<file path="config.mk">
export PLATFORM = sky130hd
export DESIGN_NAME = demux_16bit_reg
export DESIGN_NICKNAME = d
export VERILOG_FILES = /design/src/rtl/demux_pkg.sv /design/src/rtl/demux_slot.sv /design/src/rtl/demux_16bit_reg.sv
export SDC_FILE = /design/constraint.sdc
export NUM_CORES = 1
export LEC_CHECK = 0
export CORE_UTILIZATION = 30
export DETAILED_ROUTE_END_ITERATION = 12
export GPL_ROUTABILITY_DRIVEN = 0
export PLACE_DENSITY_LB_ADDON = 0.3
export SYNTH_ARGS = -nofsm -noshare
export SYNTH_HDL_FRONTEND = slang
export SYNTH_SLANG_ARGS = --single-unit
</file>
<file path="constraint.sdc">
create_clock -name clk -period 1.8 [get_ports clk]
set_clock_uncertainty 0.15 [all_clocks]
set_input_delay 0.36 -clock clk [delete_from_list [all_inputs] [get_ports clk]]
set_output_delay 0.36 -clock clk [all_outputs]
set_load 0.02 [all_outputs]
</file>
<file path="src/rtl/demux_pkg.sv">
`default_nettype none
// ============================================================================
//  Package     : demux_pkg
//  Description : Shared types and constants for the registered 1:2
//                demultiplexer (demux_16bit_reg) and its slot sub-module.
//                  SEL_X / SEL_Y : select encodings (1 = X, 0 = Y)
//                  slot_state_t  : per-slot EMPTY/FULL state
//                  CNT_W         : width of the optional delivery counters
//  Optional    : DEMUX_CNT_EN enables the delivery counters in the users.
//  Revision    : 1.0 - initial release
// ============================================================================
package demux_pkg;

    localparam logic SEL_X = 1'b1;
    localparam logic SEL_Y = 1'b0;

    localparam int CNT_W = 16;

    typedef enum logic [0:0] {
        EMPTY = 1'b0,
        FULL  = 1'b1
    } slot_state_t;

endpackage : demux_pkg
`default_nettype wire

</file>
<file path="src/rtl/demux_slot.sv">
`default_nettype none
// ============================================================================
//  Module      : demux_slot
//  Description : One-entry output register with a valid/ready handshake.
//                The slot can drain and reload in the same cycle.
//  Ports       : clk, rst_n   - clock, asynchronous active-low reset
//                load_i       - an input word is transferred into this slot
//                data_i       - word to load
//                ready_i      - downstream consumer takes the held word
//                accept_o     - slot can take a word this cycle
//                valid_o      - slot holds a word
//                data_o       - held word (stable while valid_o is high)
//                count_o      - delivered-word counter (DEMUX_CNT_EN only)
//  Optional    : DEMUX_CNT_EN adds count_o and its counter.
//  Revision    : 1.0 - initial release
// ============================================================================
module demux_slot
    import demux_pkg::*;
#(
    parameter int WIDTH = 16
) (
    input  logic             clk,
    input  logic             rst_n,
    input  logic             load_i,
    input  logic [WIDTH-1:0] data_i,
    input  logic             ready_i,
    output logic             accept_o,
    output logic             valid_o,
    output logic [WIDTH-1:0] data_o
`ifdef DEMUX_CNT_EN
    ,
    output logic [CNT_W-1:0] count_o
`endif
);

    slot_state_t      state_q, state_d;
    logic [WIDTH-1:0] data_q;

    // A FULL slot whose consumer is ready frees its entry in this same
    // cycle, so it can accept a replacement word.
    assign accept_o = (state_q == EMPTY) || ready_i;
    assign valid_o  = (state_q == FULL);
    assign data_o   = data_q;

    always_comb begin
        state_d = state_q;
        case (state_q)
            EMPTY: if (load_i)             state_d = FULL;
            FULL:  if (ready_i && !load_i) state_d = EMPTY;
            default:                       state_d = EMPTY;
        endcase
    end

    always_ff @(posedge clk or negedge rst_n) begin
        if (!rst_n) begin
            state_q <= EMPTY;
            data_q  <= '0;
        end else begin
            state_q <= state_d;
            if (load_i) begin
                data_q <= data_i;
            end
        end
    end

`ifdef DEMUX_CNT_EN
    logic [CNT_W-1:0] count_q;

    // Counts output handshakes; wraps naturally at the top of its range.
    always_ff @(posedge clk or negedge rst_n) begin
        if (!rst_n) begin
            count_q <= '0;
        end else if (valid_o && ready_i) begin
            count_q <= count_q + 1'b1;
        end
    end

    assign count_o = count_q;
`endif

endmodule : demux_slot
`default_nettype wire

</file>
<file path="src/rtl/demux_16bit_reg.sv">
`default_nettype none
// ============================================================================
//  Module      : demux_16bit_reg
//  Description : Registered 1:2 demultiplexer. Routes a source word to the
//                X slot (in_sel = 1) or the Y slot (in_sel = 0); each slot
//                is a one-entry register with its own valid/ready handshake
//                so the two consumers can stall independently.
//  Ports       : clk, rst_n              - clock, async active-low reset
//                in_valid/in_ready       - source handshake
//                in_sel, in_data         - destination select and word
//                x_valid/x_ready/x_data  - X destination
//                y_valid/y_ready/y_data  - Y destination
//                x_count, y_count        - delivery counters (DEMUX_CNT_EN)
//  Optional    : DEMUX_CNT_EN adds x_count / y_count.
//  Revision    : 1.0 - initial release
// ============================================================================
module demux_16bit_reg
    import demux_pkg::*;
#(
    parameter int WIDTH = 16
) (
    input  logic             clk,
    input  logic             rst_n,
    input  logic             in_valid,
    output logic             in_ready,
    input  logic             in_sel,
    input  logic [WIDTH-1:0] in_data,
    output logic             x_valid,
    input  logic             x_ready,
    output logic [WIDTH-1:0] x_data,
    output logic             y_valid,
    input  logic             y_ready,
    output logic [WIDTH-1:0] y_data
`ifdef DEMUX_CNT_EN
    ,
    output logic [CNT_W-1:0] x_count,
    output logic [CNT_W-1:0] y_count
`endif
);

    logic w_sel_x;
    logic w_x_accept;
    logic w_y_accept;
    logic w_xfer;

    assign w_sel_x  = (in_sel == SEL_X);
    // Combinational from the consumers' ready and in_sel; driven even when
    // in_valid is low.
    assign in_ready = w_sel_x ? w_x_accept : w_y_accept;
    assign w_xfer   = in_valid && in_ready;

    demux_slot #(.WIDTH(WIDTH)) u_slot_x (
        .clk      (clk),
        .rst_n    (rst_n),
        .load_i   (w_xfer && w_sel_x),
        .data_i   (in_data),
        .ready_i  (x_ready),
        .accept_o (w_x_accept),
        .valid_o  (x_valid),
        .data_o   (x_data)
`ifdef DEMUX_CNT_EN
        ,
        .count_o  (x_count)
`endif
    );

    demux_slot #(.WIDTH(WIDTH)) u_slot_y (
        .clk      (clk),
        .rst_n    (rst_n),
        .load_i   (w_xfer && !w_sel_x),
        .data_i   (in_data),
        .ready_i  (y_ready),
        .accept_o (w_y_accept),
        .valid_o  (y_valid),
        .data_o   (y_data)
`ifdef DEMUX_CNT_EN
        ,
        .count_o  (y_count)
`endif
    );

endmodule : demux_16bit_reg
`default_nettype wire

</file>
== After elaboration in Yosys (flattened, before gate mapping) ==
Cells that the tools add are included.
Operators by class
  muxes and demuxes: 7
  bitwise operators: 2
  reductions and logical operators: 10
Operator list (number)
  logical AND 1 bit: 5
  two-way mux 1 bit: 5
  case mux 1 bit (2 select lines): 2
  zero test 1 bit: 3
  logical OR 1 bit: 2
  NOT 1 bit: 2
Word-level totals
  flip-flop bits (word level): 34
  input port bits: 22
  word-level logic and storage cells: 23

== Longest topological paths before layout ==
  depth after elaboration: 9
  depth in mapped cells: 5

== Cells and area by module ==
A second synthesis with hierarchy kept.
Second synthesis, totals
  cell total of the unflattened synthesis: 77
  area, all modules: 1398.8 µm²
By module, submodules not included
  demux_slot: times used 2, cells each 37, area an instance 683.2 µm²
  demux_16bit_reg: times used 1, cells each 3, area an instance 32.5 µm²

== Least setup slack after synthesis ==
No wires, ideal clock.
  path kind: reg-to-reg
  from: register u_slot_x.state_q (netlist: u_slot_x.valid_o)
  to: register u_slot_x.data_q[10] (netlist: u_slot_x.data_o[10])
  arrival: 1296 ps
  required time: 1525 ps
  slack: 229 ps
  stages on the path, launching flop included: 5
  clock period less this slack: 1571 ps
  path through: dfrtp_1 -> nor2b_2 -> nor2_4 -> buf_6 -> mux2_2
On the way
  longest elaborated chain between the ends: 5
Ends and longest elaborated chain
  start: declaration: RTL line demux_slot.sv:36  | slot_state_t state_q, state_d;
  start signal: assignment: RTL line demux_slot.sv:59  | state_q <= state_d;
  NOT 1 bit
  logical OR 1 bit: RTL line demux_slot.sv:41  | assign accept_o = (state_q == EMPTY) || ready_i;
  two-way mux 1 bit: RTL line demux_16bit_reg.sv:49  | assign in_ready = w_sel_x ? w_x_accept : w_y_accept;
  logical AND 1 bit: RTL line demux_16bit_reg.sv:50  | assign w_xfer = in_valid && in_ready;
  logical AND 1 bit: RTL line demux_16bit_reg.sv:55  | .load_i (w_xfer && w_sel_x),
  end signal: assignment: RTL line demux_slot.sv:61  | data_q <= data_i;
  end: declaration: RTL line demux_slot.sv:37  | logic [WIDTH-1:0] data_q;
Every way passes these cells.
A chain may end at the register's enable or synchronous reset.

== Worst setup path after layout ==
  from: register u_slot_y.data_q[5] (netlist: u_slot_y.data_o[5])
  to: output port y_data[5]
RTL lines
  start: declaration: RTL line demux_slot.sv:37
  start signal: assignment: RTL line demux_slot.sv:61
  end: declaration: RTL line demux_16bit_reg.sv:33  | output logic [WIDTH-1:0] y_data
No word-level cell between the ends.

==> flow_metrics.py <==
metrics = {
    "clocking": {
        "clkSinkCount": 34,
        "worst_skew_pair.late_latency_ps": 270,
        "cts_buffers": 5,
        "cts.root.buffer_cell": "clkbuf_8",
        "htree_levels": 2,
        "clock_tree.buffer_depth": 2,
        "cts.repair_timing.setup_buffer_count": 0,
        "tritoncts": "built",
        "cts.reportedPaths.clkPinSlew_ps": 70,
    },
    "route": {
        "detailroute.via_count": 882,
        "finalWirelength_um": 2794,
        "detail_route.vias_per_cell": 4.455,
        "route.detailed.drc": 0,
        "detail_route.iter0.violations": 22,
        "ant_nets": 0,
        "wl_per_cell_um": 14.11,
        "first_pass_iters": 2,
    },
    "layout": {
        "finish.instance_area_um2": 2213,
        "post_route_cells_drive_above_1_share_pct": 36.99,
        "layoutNonFillerInstCount": 198,
        "areaGrowthSynthToFinish_pct": 60.96,
        "finalNetCount": 167,
        "antennaDiodeCount": 0,
        "fill_cell_instance_count_of_the_final_layout": 368,
    },
    "flow_run": {
        "max-cap-violations": 0,
    },
    "grt": {
        "grt.overflow.total": 0,
        "antenna_found_initial": 0,
        "total_global_routing_track_utilization_pct": 12.74,
        "grt_pass1_vias": 958,
        "grt_start_max_net_pins": 35,
        "first_pass_grt_wire_length_um": 4747,
    },
    "timing": {
        "final_hold_viol_count": 0,
        "fin_max_slew_vios": 0,
        "max_freq_mhz": 570.2,
        "fin_crit_sh_pct": 97.42,
        "final_count_of_negative_setup_slack_endpoints": 0,
        "tightestPinTransition_ps": 436.2,
        "layout_min_cycle_time_ps": 1754,
        "rsz0062_at_grt": "false",
        "relSlewSlack_pct": 70.92,
    },
    "synth": {
        "syn_avg_cell_area_um2": 17.41,
        "syn_nets": 101,
        "yosys_register_bits": 34,
        "synth_cell_type_count": 13,
        "yosys.cell_count.top_type": "dfrtp_1",
        "synthesis.yosys.warnings": 0,
        "post_synth_most_frequent_cells": "dfrtp_1, mux2_2, mux2_4",
        "synth_area_um2": 1375,
        "synthCells": 79,
        "post_synth_main_area_contributors": "dfrtp_1, mux2_2, mux2_4",
        "synth-seq-area-share_pct": 61.87,
        "synth_enable_flop_cells": 0,
        "synth.top_cell.area_share_pct": 61.87,
        "postSynth.asyncResetShare_pct": 100.0,
        "synth_top_area_cell": "dfrtp_1",
        "dominantRegCellSynth": "dfrtp_1",
    },
    "die": {
        "start_util_pct": 31.36,
        "rows": 24,
        "x_dimension_of_the_die_um": 69.70,
        "design.core.area_um2": 4384,
        "ioPinCount": 57,
        "fp.dieArea_um2": 4858,
        "die-height_um": 69.70,
    },
    "power": {
        "power-per-cell-area_nw_per_um2": 1144,
        "ir_drop_uv": 546.4,
        "cellLeakagePower_nw": 1.056,
    },
    "setup_path": {
        "type_of_element_capturing_the_critical_path": "output port",
        "cell_type_group_with_the_largest_total_delay_on_the_critical_path": "buffers and inverters",
        "sum_of_buffers_and_inverters_on_the_critical_path": 1,
        "worst_path_max_delay_cell": "clkdlybuf4s50_1",
        "worst-endpoint-arrival_ps": 1240,
        "timing.critical_path.fanout_max": 2,
        "timing.critical_path.slowest_cell_delay_ps": 610,
        "critPathLaunchType": "flip-flop",
        "cp_data_required_time_ps": 1290,
        "worst-setup-path-type": "reg -> out",
        "worstPathCellList": "clkdlybuf4s50_1",
    },
    "worst_hold_path": {
        "min-delay-path-class": "in -> async",
    },
    "placed_design": {
        "port-buffer-count": 56,
        "dp_hpwl_um": 1992,
        "dp_cells": 190,
        "placed_cell_area_um2": 2041,
    },
    "outcome": {
        "status": "completed",
    },
}
[layer usage]
layer  part of all wire, %  GRT usage [%]  vias up
met2                    46          19.31       45
met5                     0              0        -
li1                      -              -      404
met1                    45          16.07      431
met4                  0.43          4.000        0
met3                   9.2          6.105        2
[final cells by class]
cell class	instances	area, µm²	area share (%)
clock buffers	5	68.82	3.109
flip-flops and latches	34	850.8	38.44
repair buffers	62	671.9	30.36
multi-input cells	42	488.0	22.05
well taps	52	65.06	2.940
clock inverters	3	68.82	3.109
[cell usage in the layout (no fill, tap or decap)]
cell	instances
nand2_1	2
mux2_4	10
nor2_2	1
a21oi_2	1
nand2b_4	2
clkinv_4	1
clkdlybuf4s50_1	41
nor2b_4	1
nand2b_1	1
dlymetal6s2s_1	13
clkbuf_8	5
buf_12	3
buf_4	4
dlygate4sd2_1	1
bufinv_16	2
nor2_4	1
nor2b_2	1
dfrtp_1	34
mux2_2	22
[registers in the layout (all words and copies together) (netlist names)]
name              count
u_slot_y.valid_o      1
u_slot_y.data_o      16
u_slot_x.data_o      16
u_slot_x.valid_o      1
[metrics by stage]
stage	hold slack, ps	setup TNS, ps	worst slack, ps	utilization [%]	total power (W)
after floorplan	-85.59	0	229.3	-	0.001341
after detailed placement	344.3	-4963	-393.2	46.55	0.001736
after global routing	366.1	0	3.578	50.49	0.002659
after CTS	344.5	0	11.19	49.54	0.002579
after global placement	342.2	-4528	-404.7	46.55	0.001721
final	329.8	0	46.36	50.49	0.002531
[power breakdown]
part	switching, W	internal, W
clock	0.000279	0.000555
combinational	0.000315	0.000412
sequential	0.0000716	0.000899
[cells by family (layout without fill, tap and decap cells)]
kind of cell,after synthesis,in the layout,share of synthesized area [%]
muxes,32,32,28.94
and+or+nand+nor,9,9,5.733
AOI/OAI and AO/OA,1,1,0.3636
buffers and inverters,3,70,3.094
DFF,34,34,61.87
[path summary, 6_finish.rpt]
| kind | from | endpoint | slack, ps | cells past startpoint |
|---|---|---|---|---|
| max reg2reg | u_slot_x.valid_o$_DFF_PN0_ | u_slot_x.data_o[5]$_DFFE_PN0P_ | 230 | 5 |
| min reg2reg | u_slot_y.data_o[14]$_DFFE_PN0P_ | u_slot_y.data_o[14]$_DFFE_PN0P_ | 360 | 1 |
| min in group clk | u_slot_y.data_o[14]$_DFFE_PN0P_ | u_slot_y.data_o[14]$_DFFE_PN0P_ | 360 | 1 |
| max in group asynchronous | rst_n | u_slot_y.data_o[10]$_DFFE_PN0P_ | 850 | 2 |
| max | u_slot_y.data_o[5]$_DFFE_PN0P_ | y_data[5] | 50 | 1 |
| min | rst_n | u_slot_y.data_o[11]$_DFFE_PN0P_ | 330 | 2 |
[repair_timing]
| item | in CTS | in global routing |
|---|---|---|
| hold buffers | 0 | 0 |
| setup endpoints to repair | 2 | 14 |
| gates resized for setup | 5 | 16 |
Power figures use the tool's default switching activity.
